File: config.mk
export PLATFORM = sky130hd
export DESIGN_NAME = tinyqv_instr_prefetch
export DESIGN_NICKNAME = d
export VERILOG_FILES = /design/src/rtl/tinyqv_instr_prefetch_pkg.sv /design/src/rtl/tinyqv_instr_prefetch.sv
export SDC_FILE = /design/constraint.sdc
export NUM_CORES = 1
export LEC_CHECK = 0
export ABC_AREA = 1
export CAP_MARGIN = 0
export CORE_MARGIN = 4
export CORE_UTILIZATION = 46
export DETAILED_ROUTE_END_ITERATION = 10
export PLACE_DENSITY = 0.82
export SLEW_MARGIN = 0
export SYNTH_ARGS = -nofsm -noshare
export SYNTH_HDL_FRONTEND = slang
export SYNTH_SLANG_ARGS = --single-unit
File: constraint.sdc
create_clock -name clk -period 4.6 [get_ports clk]
set_input_delay 0.92 -clock clk [delete_from_list [all_inputs] [get_ports clk]]
set_output_delay 0.92 -clock clk [all_outputs]
set_load 0.01 [all_outputs]
File: src/rtl/tinyqv_instr_prefetch_pkg.sv
// Shared encodings for the TinyQV instruction prefetch queue.
package tinyqv_instr_prefetch_pkg;

  localparam logic [1:0] LEN_16 = 2'b01;
  localparam logic [1:0] LEN_32 = 2'b10;

  // RV32IC: low bits 2'b11 mark a full-width instruction, anything else is compressed.
  function automatic logic [1:0] instr_len_of(input logic [1:0] lsb);
    return (lsb == 2'b11) ? LEN_32 : LEN_16;
  endfunction

endpackage

File: src/rtl/tinyqv_instr_prefetch.sv
// Halfword prefetch queue between the QSPI fetcher and the RV32IC decoder.
// Tracks the PC of the oldest buffered instruction and throttles/redirects the fetcher.
module tinyqv_instr_prefetch
  import tinyqv_instr_prefetch_pkg::*;
#(
  parameter int                    DEPTH      = 4,
  parameter int                    ADDR_BITS  = 24,
  parameter logic [ADDR_BITS-1:0]  RESET_ADDR = '0
) (
  input  logic                     clk,
  input  logic                     rstn,
  output logic [ADDR_BITS-1:1]     instr_addr,
  output logic                     instr_fetch_restart,
  output logic                     instr_fetch_stall,
  input  logic                     instr_fetch_started,
  input  logic                     instr_fetch_stopped,
  input  logic [15:0]              instr_data_in,
  input  logic                     instr_ready,
  input  logic                     branch,
  input  logic [ADDR_BITS-1:1]     branch_addr,
  input  logic                     consume,
  output logic [31:0]              instr_out,
  output logic [1:0]               instr_len,
  output logic                     instr_valid,
  output logic [ADDR_BITS-1:1]     pc,
  output logic [$clog2(DEPTH):0]   occupancy
);

  localparam int PTR_BITS = $clog2(DEPTH);
  localparam logic [PTR_BITS:0] FULL = (PTR_BITS+1)'(DEPTH);

  logic [15:0]         hw_mem [DEPTH];
  logic [PTR_BITS:0]   rd_ptr;
  logic [PTR_BITS:0]   wr_ptr;
  logic                fetch_running;

  logic [PTR_BITS-1:0] rd_idx;
  logic [PTR_BITS-1:0] rd_idx_nxt;
  logic                wr_en;
  logic                cons_en;
  logic [PTR_BITS:0]   cons_amt;
  logic [PTR_BITS:0]   next_occ;

  assign rd_idx     = rd_ptr[PTR_BITS-1:0];
  assign rd_idx_nxt = rd_idx + 1'b1;
  assign occupancy  = wr_ptr - rd_ptr;

  assign instr_out   = {hw_mem[rd_idx_nxt], hw_mem[rd_idx]};
  assign instr_len   = instr_len_of(hw_mem[rd_idx][1:0]);
  // Storage is never reset, so an empty queue must mask whatever the stale slot decodes to.
  assign instr_valid = (occupancy != '0) &&
                       (occupancy >= {{(PTR_BITS-1){1'b0}}, instr_len});

  assign wr_en    = instr_ready && fetch_running && (occupancy < FULL) && !branch;
  assign cons_en  = consume && instr_valid && !branch;
  assign cons_amt = cons_en ? {{(PTR_BITS-1){1'b0}}, instr_len} : '0;
  assign next_occ = branch ? '0 : occupancy + {{PTR_BITS{1'b0}}, wr_en} - cons_amt;

  // Warn one cycle ahead so the halfword already in flight still has a slot.
  assign instr_fetch_stall   = (next_occ == FULL);
  assign instr_fetch_restart = !fetch_running && !branch;
  assign instr_addr = pc + {{(ADDR_BITS-2-PTR_BITS){1'b0}}, occupancy};

  always_ff @(posedge clk) begin
    if (wr_en) hw_mem[wr_ptr[PTR_BITS-1:0]] <= instr_data_in;
  end

  always_ff @(posedge clk or negedge rstn) begin
    if (!rstn) begin
      rd_ptr        <= '0;
      wr_ptr        <= '0;
      pc            <= RESET_ADDR[ADDR_BITS-1:1];
      fetch_running <= 1'b0;
    end else if (branch) begin
      rd_ptr        <= '0;
      wr_ptr        <= '0;
      pc            <= branch_addr;
      fetch_running <= 1'b0;
    end else begin
      if (instr_fetch_started)      fetch_running <= 1'b1;
      else if (instr_fetch_stopped) fetch_running <= 1'b0;
      if (wr_en) wr_ptr <= wr_ptr + 1'b1;
      if (cons_en) begin
        rd_ptr <= rd_ptr + cons_amt;
        pc     <= pc + {{(ADDR_BITS-3){1'b0}}, instr_len};
      end
    end
  end

endmodule

# == Word level (Yosys, flattened, before mapping) ==
# Memories as Yosys holds them, arrays and structs flattened.
# Index checks and enable logic that the tools add are counted.
# totals
regBits,30
ram_bits,64
in_bits,46
output_inout_bits,86
word_cells,44
memories,1
# memory_table
memory,depth,width,read_ports,rd_clocked_by_memory_dff,wr,line_no,rtl
hw_mem,4,16,2,0,1,tinyqv_instr_prefetch.sv:32,logic [15:0] hw_mem [DEPTH];
# classes
n_addsub,8
order_cmp,2
n_eq_ne,2
muxes,14
n_reduce_logical,13
# op_table
cell,n
23-bit two-way mux,2
23-bit by 2-bit adder with 23-bit output,1
23-bit by 3-bit adder with 23-bit output,1
3-bit two-way mux,5
1-bit logical AND,7
3-bit nonzero test,2
1-bit two-way mux,5
2-bit two-way mux,2
2-bit nonzero test,2
3-bit by 1-bit adder with 3-bit output,1
3-bit by 1-bit adder with 3-bit output (second input constant),1
3-bit by 2-bit adder with 3-bit output,1
3-bit equality test (second input constant),1
3-bit by 2-bit greater-or-equal comparator with 1-bit output,1
3-bit less-than comparator (second input constant),1
3-bit by 2-bit subtractor with 3-bit output,1
3-bit subtractor,1
2-bit by 1-bit adder with 2-bit output (second input constant),1
2-bit equality test (second input constant),1
1-bit zero test,2

# == Logic depth before layout (Yosys ltp) ==
# An unclocked memory read counts as a cell.
# depth
depth_word,11
ltp_mapped,24
mapped_depth_nobuf,23

# == Least setup slack after synthesis ==
# No wires, ideal clock.
# synth_timing
path_kind,flip-flop to output port
start,reg rd_ptr[0]
end,out instr_fetch_stall
arrival_time_ps,3934
required_ps,3680
path_slack_ps,-254
stages_incl_launch_ff,25
path_buffers,2
cell_sequence,dfrtp_1 -> inv_1 -> clkbuf_1 -> nand2_1 -> nand3_1 -> nand2_1 -> nor2_1 -> inv_1 -> ha_1 -> inv_1 -> nand2_1 -> nand2_1 -> nand2_1 -> nand2_1 -> nand2_4 -> nand2_4 -> nor2_2 -> buf_6 -> nand2_1 -> ha_1 -> inv_1 -> fa_1 -> xnor2_1 -> or2_2 -> a21oi_1
# synth_via
elab_chain_cells,11
word_cells_on_any_way,17
classes_between,add/sub (3); order compare (2); eq/ne (2); mux (3); reduce/logical (6); memory (1)
# synth_rtl
item,line_no,rtl
from (decl),tinyqv_instr_prefetch.sv:33,logic [PTR_BITS:0] rd_ptr;
from (signal assigned),tinyqv_instr_prefetch.sv:84,rd_ptr <= rd_ptr + cons_amt;
memory 4 x 16 bit,-,
2-bit equality test,tinyqv_instr_prefetch_pkg.sv:9,return (lsb == 2'b11) ? LEN_32 : LEN_16;
2-bit two-way mux,tinyqv_instr_prefetch_pkg.sv:9,
named net instr_len[1],tinyqv_instr_prefetch.sv:23,"output logic [1:0] instr_len,"
3-bit by 2-bit greater-or-equal comparator with 1-bit output,tinyqv_instr_prefetch.sv:52,"(occupancy >= {{(PTR_BITS-1){1'b0}}, instr_len});"
1-bit logical AND,tinyqv_instr_prefetch.sv:51,assign instr_valid = (occupancy != '0) &&
named net instr_valid,tinyqv_instr_prefetch.sv:24,"output logic instr_valid,"
1-bit logical AND (2 in series),tinyqv_instr_prefetch.sv:55,assign cons_en = consume && instr_valid && !branch;
2-bit two-way mux,tinyqv_instr_prefetch.sv:56,"assign cons_amt = cons_en ? {{(PTR_BITS-1){1'b0}}, instr_len} : '0;"
3-bit by 2-bit subtractor with 3-bit output,tinyqv_instr_prefetch.sv:57,"assign next_occ = branch ? '0 : occupancy + {{PTR_BITS{1'b0}}, wr_en} - cons_amt;"
3-bit two-way mux,tinyqv_instr_prefetch.sv:57,
3-bit equality test,tinyqv_instr_prefetch.sv:60,assign instr_fetch_stall = (next_occ == FULL);
to (decl),tinyqv_instr_prefetch.sv:14,"output logic instr_fetch_stall,"
# The timed path passes the listed nets, and every way through them passes these cells.

# == Worst setup path after layout ==
# layout_timing
start,reg rd_ptr[0]
end,reg rd_ptr[2]
# layout_via
elab_chain_cells,11
word_cells_on_any_way,14
classes_between,add/sub (2); order compare (1); eq/ne (1); mux (4); reduce/logical (5); memory (1)
# layout_rtl
item,line_no,rtl
memory 4 x 16 bit,-,
2-bit equality test,tinyqv_instr_prefetch_pkg.sv:9,
2-bit two-way mux,tinyqv_instr_prefetch_pkg.sv:9,
3-bit by 2-bit greater-or-equal comparator with 1-bit output,tinyqv_instr_prefetch.sv:52,
1-bit logical AND,tinyqv_instr_prefetch.sv:51,
1-bit logical AND (2 in series),tinyqv_instr_prefetch.sv:55,
2-bit two-way mux,tinyqv_instr_prefetch.sv:56,
3-bit by 2-bit adder with 3-bit output,tinyqv_instr_prefetch.sv:84,
3-bit two-way mux,tinyqv_instr_prefetch.sv:83,if (cons_en) begin
3-bit two-way mux,tinyqv_instr_prefetch.sv:74,end else if (branch) begin
# Parallel ways exist; a longest one is shown, timed or not. The select of a mux whose other input is x is not followed.
# A chain may end at the register's enable or synchronous reset.

==> impl_metrics.csv <==
group,metric,value,unit
routing,routed_wl,16100,um
cts,cts_max_level,3,
timing,hold_violations,0,
logic_synthesis,syn_area,0.005678,sq mm
routing,drt_iter0_drc,345,
pwr,net-switching-power,0.5758,mW
pwr,leakagePower,3.353,nW
cts,cts_inserted_buffers,9,
timing,max_slew_margin,0.3541,
layout,nFillCells,931,
layout,syn_to_final_growth,40.33,%
timing,slew_viol_final,0,
timing,finalSetupViolCount,4,
logic_synthesis,synth.avg_cell_area,8.181,sq um
timing,finalWorstSetupSlack,-119.7,ps
layout,drive_above_1_share,0.1505,
worst_setup_path,critPathTopFamily,"buffers and inverters",
worst_setup_path,path_max_fanout,4,
grt,grt_max_degree,58,
die,rows,40,
worst_setup_path,cp_num_buf_inv,17,
logic_synthesis,ys_seq_area_frac,0.4707,
cts,cts_tree,"yes",
cts,clockRootBuffer,"clkbuf_16",
cts,clk_latency,340,ps
layout,layout_commonest_cell,"nand2_1",
placement,port_buffers,131,
die,start_util,0.4707,
routing,wl_per_cell,15.40,um
layout,mostFrequentLayoutCells,"146 x nand2_1, 126 x clkdlybuf4s50_1, 118 x nor2_1, 64 x edfxtp_1, 62 x buf_4",
pwr,pwr_density_cell,269.7,mW/mm^2
placement,placed_cell_area,0.007350,sq mm
timing,skew,8.780,ps
pwr,power.share.switching,0.2679,
cts,clock_path_buffers,2,
worst_setup_path,required,4860,ps
worst_setup_path,arrival,4980,ps
routing,drt_pass1_iterations,5,
die,coreArea,0.01206,sq mm
hold_path,worstHoldPathCells,2,
layout,multiInputGateArea,0.002758,sq mm
worst_setup_path,cp.depth,31,
worst_setup_path,reg2reg_depth,31,
cts,hold_buffers,0,
worst_setup_path,cp_slowest_cell,"fa_1",
routing,routed-via-count,5469,
logic_synthesis,synth_top_cell_by_area,"edfxtp_1",
placement,gp_congestion,0.9017,
logic_synthesis,netlist_instances,694,
worst_setup_path,start_kind,"flop",
layout,final_nets,939,
worst_setup_path,cp_common_cell,"buf_4",
pwr,seqPwrFrac,0.462,
grt,antenna_found_initial,0,
pwr,internal_power,1.573,mW
grt,grt_pass1_vias,5270,
grt,grtUsageTotal,0.2209,
pwr,peakVddDrop,0.1573,mV
logic_synthesis,synthDominantCellAreaShare,0.3385,
die,die_area,0.01418,sq mm
timing,min_period,4720,ps
logic_synthesis,netlist-cell-type-count,32,
run,cap_violations,0,
pwr,power.clock.fraction,0.345,
logic_synthesis,ys.flop_type,"edfxtp_1",
timing,tightest_slew,967.7,ps
cts,clock-sinks,94,
logic_synthesis,synth_seq_cells,94,
placement,dp_hpwl,10890,um
grt,grt_first_pass_wirelength,25270,um
routing,ant_nets,0,
timing,setup_tns,-307.0,ps
logic_synthesis,yosysWarnings,0,
status,status,"complete, but fails checks",
layout,antenna_cells,0,
grt,grt-ovfl-total,0,
pwr,combPwrFrac,0.193,
status,violations,"negative setup slack",
layout,final_area,0.007968,sq mm
timing,rsz0062_at_grt,"yes",
timing,fmax,211.9,MHz
logic_synthesis,syn_nets,761,
timing,fin_crit_sh,1.026,
die,num_io_pins,132,
worst_setup_path,path_class,"reg2reg",
worst_setup_path,worstSetupEndpointType,"flop",
worst_setup_path,slowest_delay,510,ps
layout,seqCellArea,0.002674,sq mm
logic_synthesis,synth_edf_count,64,
routing,drt-vias-per-instance,5.233,
logic_synthesis,synthArstFlopShare,0.3191,
hold_path,worstHoldPathType,"reg2reg",
routing,drcViolationCount,0,
die,die_y,119.1,um
cts,clkSlewWorstSetupHoldPaths,70,ps
die,die_width,119.1,um
logic_synthesis,synthTopCellsByArea,"edfxtp_1 34%, dfrtp_1 13%, nand2_1 10%",
worst_setup_path,rrSetupSlack,-120,ps
-- power by group through the flow --
stage	Combinational [mW]	Clock, mW	Sequential, mW
final	0.414	0.741	0.994
after global placement	0.395	0	1.01
after floorplan	0.170	0	1.01
after detailed placement	0.399	0	1.01
after CTS	0.411	0.752	0.993
after global routing	0.454	0.795	0.998
-- worst paths after layout --
| check | start | endpoint |
|---|---|---|
| min in group asynchronous | rstn | pc[7] |
| min | pc[1] | pc[1] |
| max | rd_ptr[0] | rd_ptr[2] |
| max in group asynchronous | rstn | rd_ptr[0] |
| min reg2reg | pc[1] | pc[1] |
| max reg2reg | rd_ptr[0] | rd_ptr[2] |
-- sequential cells by signal (all words and copies together), names as in the netlist --
register       count
rd_ptr             3
hw_mem            64
pc                23
fetch_running      1
wr_ptr             3
-- layer usage --
layer / track usage / up-vias / part of all wire
li1: - / 2649 / -
met1: 0.2757 / 2533 / 0.41
met2: 0.3818 / 250 / 0.49
met3: 0.04226 / 37 / 0.080
met4: 0.07820 / 0 / 0.022
met5: 0 / - / 0
-- through the flow --
step             util  worst slack, ps  cells  power, mW  hold slack (ps)
3_3_place_gp   0.6093           -243.7   1002      1.404            529.4
6_report       0.6606           -119.7   1045      2.149            538.6
2_1_floorplan       -            30.85    694      1.177            504.2
3_5_place_dp   0.6093           -431.8   1002      1.408            529.7
5_1_grt        0.6606           -261.4   1045      2.246            576.6
4_1_cts        0.6520           -133.1   1037      2.155            549.7
-- Yosys cell counts (3+ instances only) --
| master | count |
|---|---|
| nand2_1 | 154 |
| nor2_1 | 119 |
| edfxtp_1 | 64 |
| inv_1 | 56 |
| o21ai_0 | 56 |
| nand3_1 | 54 |
| dfrtp_1 | 30 |
| xor2_1 | 27 |
| a21oi_1 | 23 |
| ha_1 | 16 |
| o22ai_1 | 15 |
| clkbuf_1 | 14 |
| buf_2 | 10 |
| o21ai_1 | 7 |
| nor2_2 | 6 |
| fa_1 | 5 |
| nand2_2 | 5 |
| nor3_1 | 4 |
| or2_2 | 4 |
| xnor2_1 | 4 |
| buf_6 | 3 |
| nand2_4 | 3 |
-- final cells by class --
cell class / count / share of cell area
clock inverter: 7 / 0.008951
multi-input combinational: 513 / 0.3461
sequential: 94 / 0.3356
clock buffer: 9 / 0.02827
inverter: 58 / 0.02764
timing repair buffer: 196 / 0.2271
tap: 168 / 0.02638
-- kinds of logic after synthesis --
logic type / after synthesis / share of synthesized area
buf+inv: 87 / 0.06369
fa+ha+maj: 21 / 0.05289
compound gates: 104 / 0.09916
flops: 94 / 0.4707
simple gates: 357 / 0.2658
xor+xnor: 31 / 0.04782
-- worst reg2reg max path: cells and delay by family (launching register included) --
family / cells / cell delay, ps
simple gates: 8 / 600
buf+inv: 17 / 2050
compound gates: 1 / 110
xor+xnor: 1 / 170
flops: 1 / 450
fa+ha+maj: 4 / 1290
-- what timing repair did --
| item | 4_1_cts | 5_1_grt |
|---|---|---|
| resized for setup | 28 | 15 |
| endpoints found under the setup margin | 1 | 12 |
| buffers inserted | 19 | 7 |
| cloned | 0 | 1 |
| pin swaps | 13 | 16 |
(Power assumes the default switching activity.)
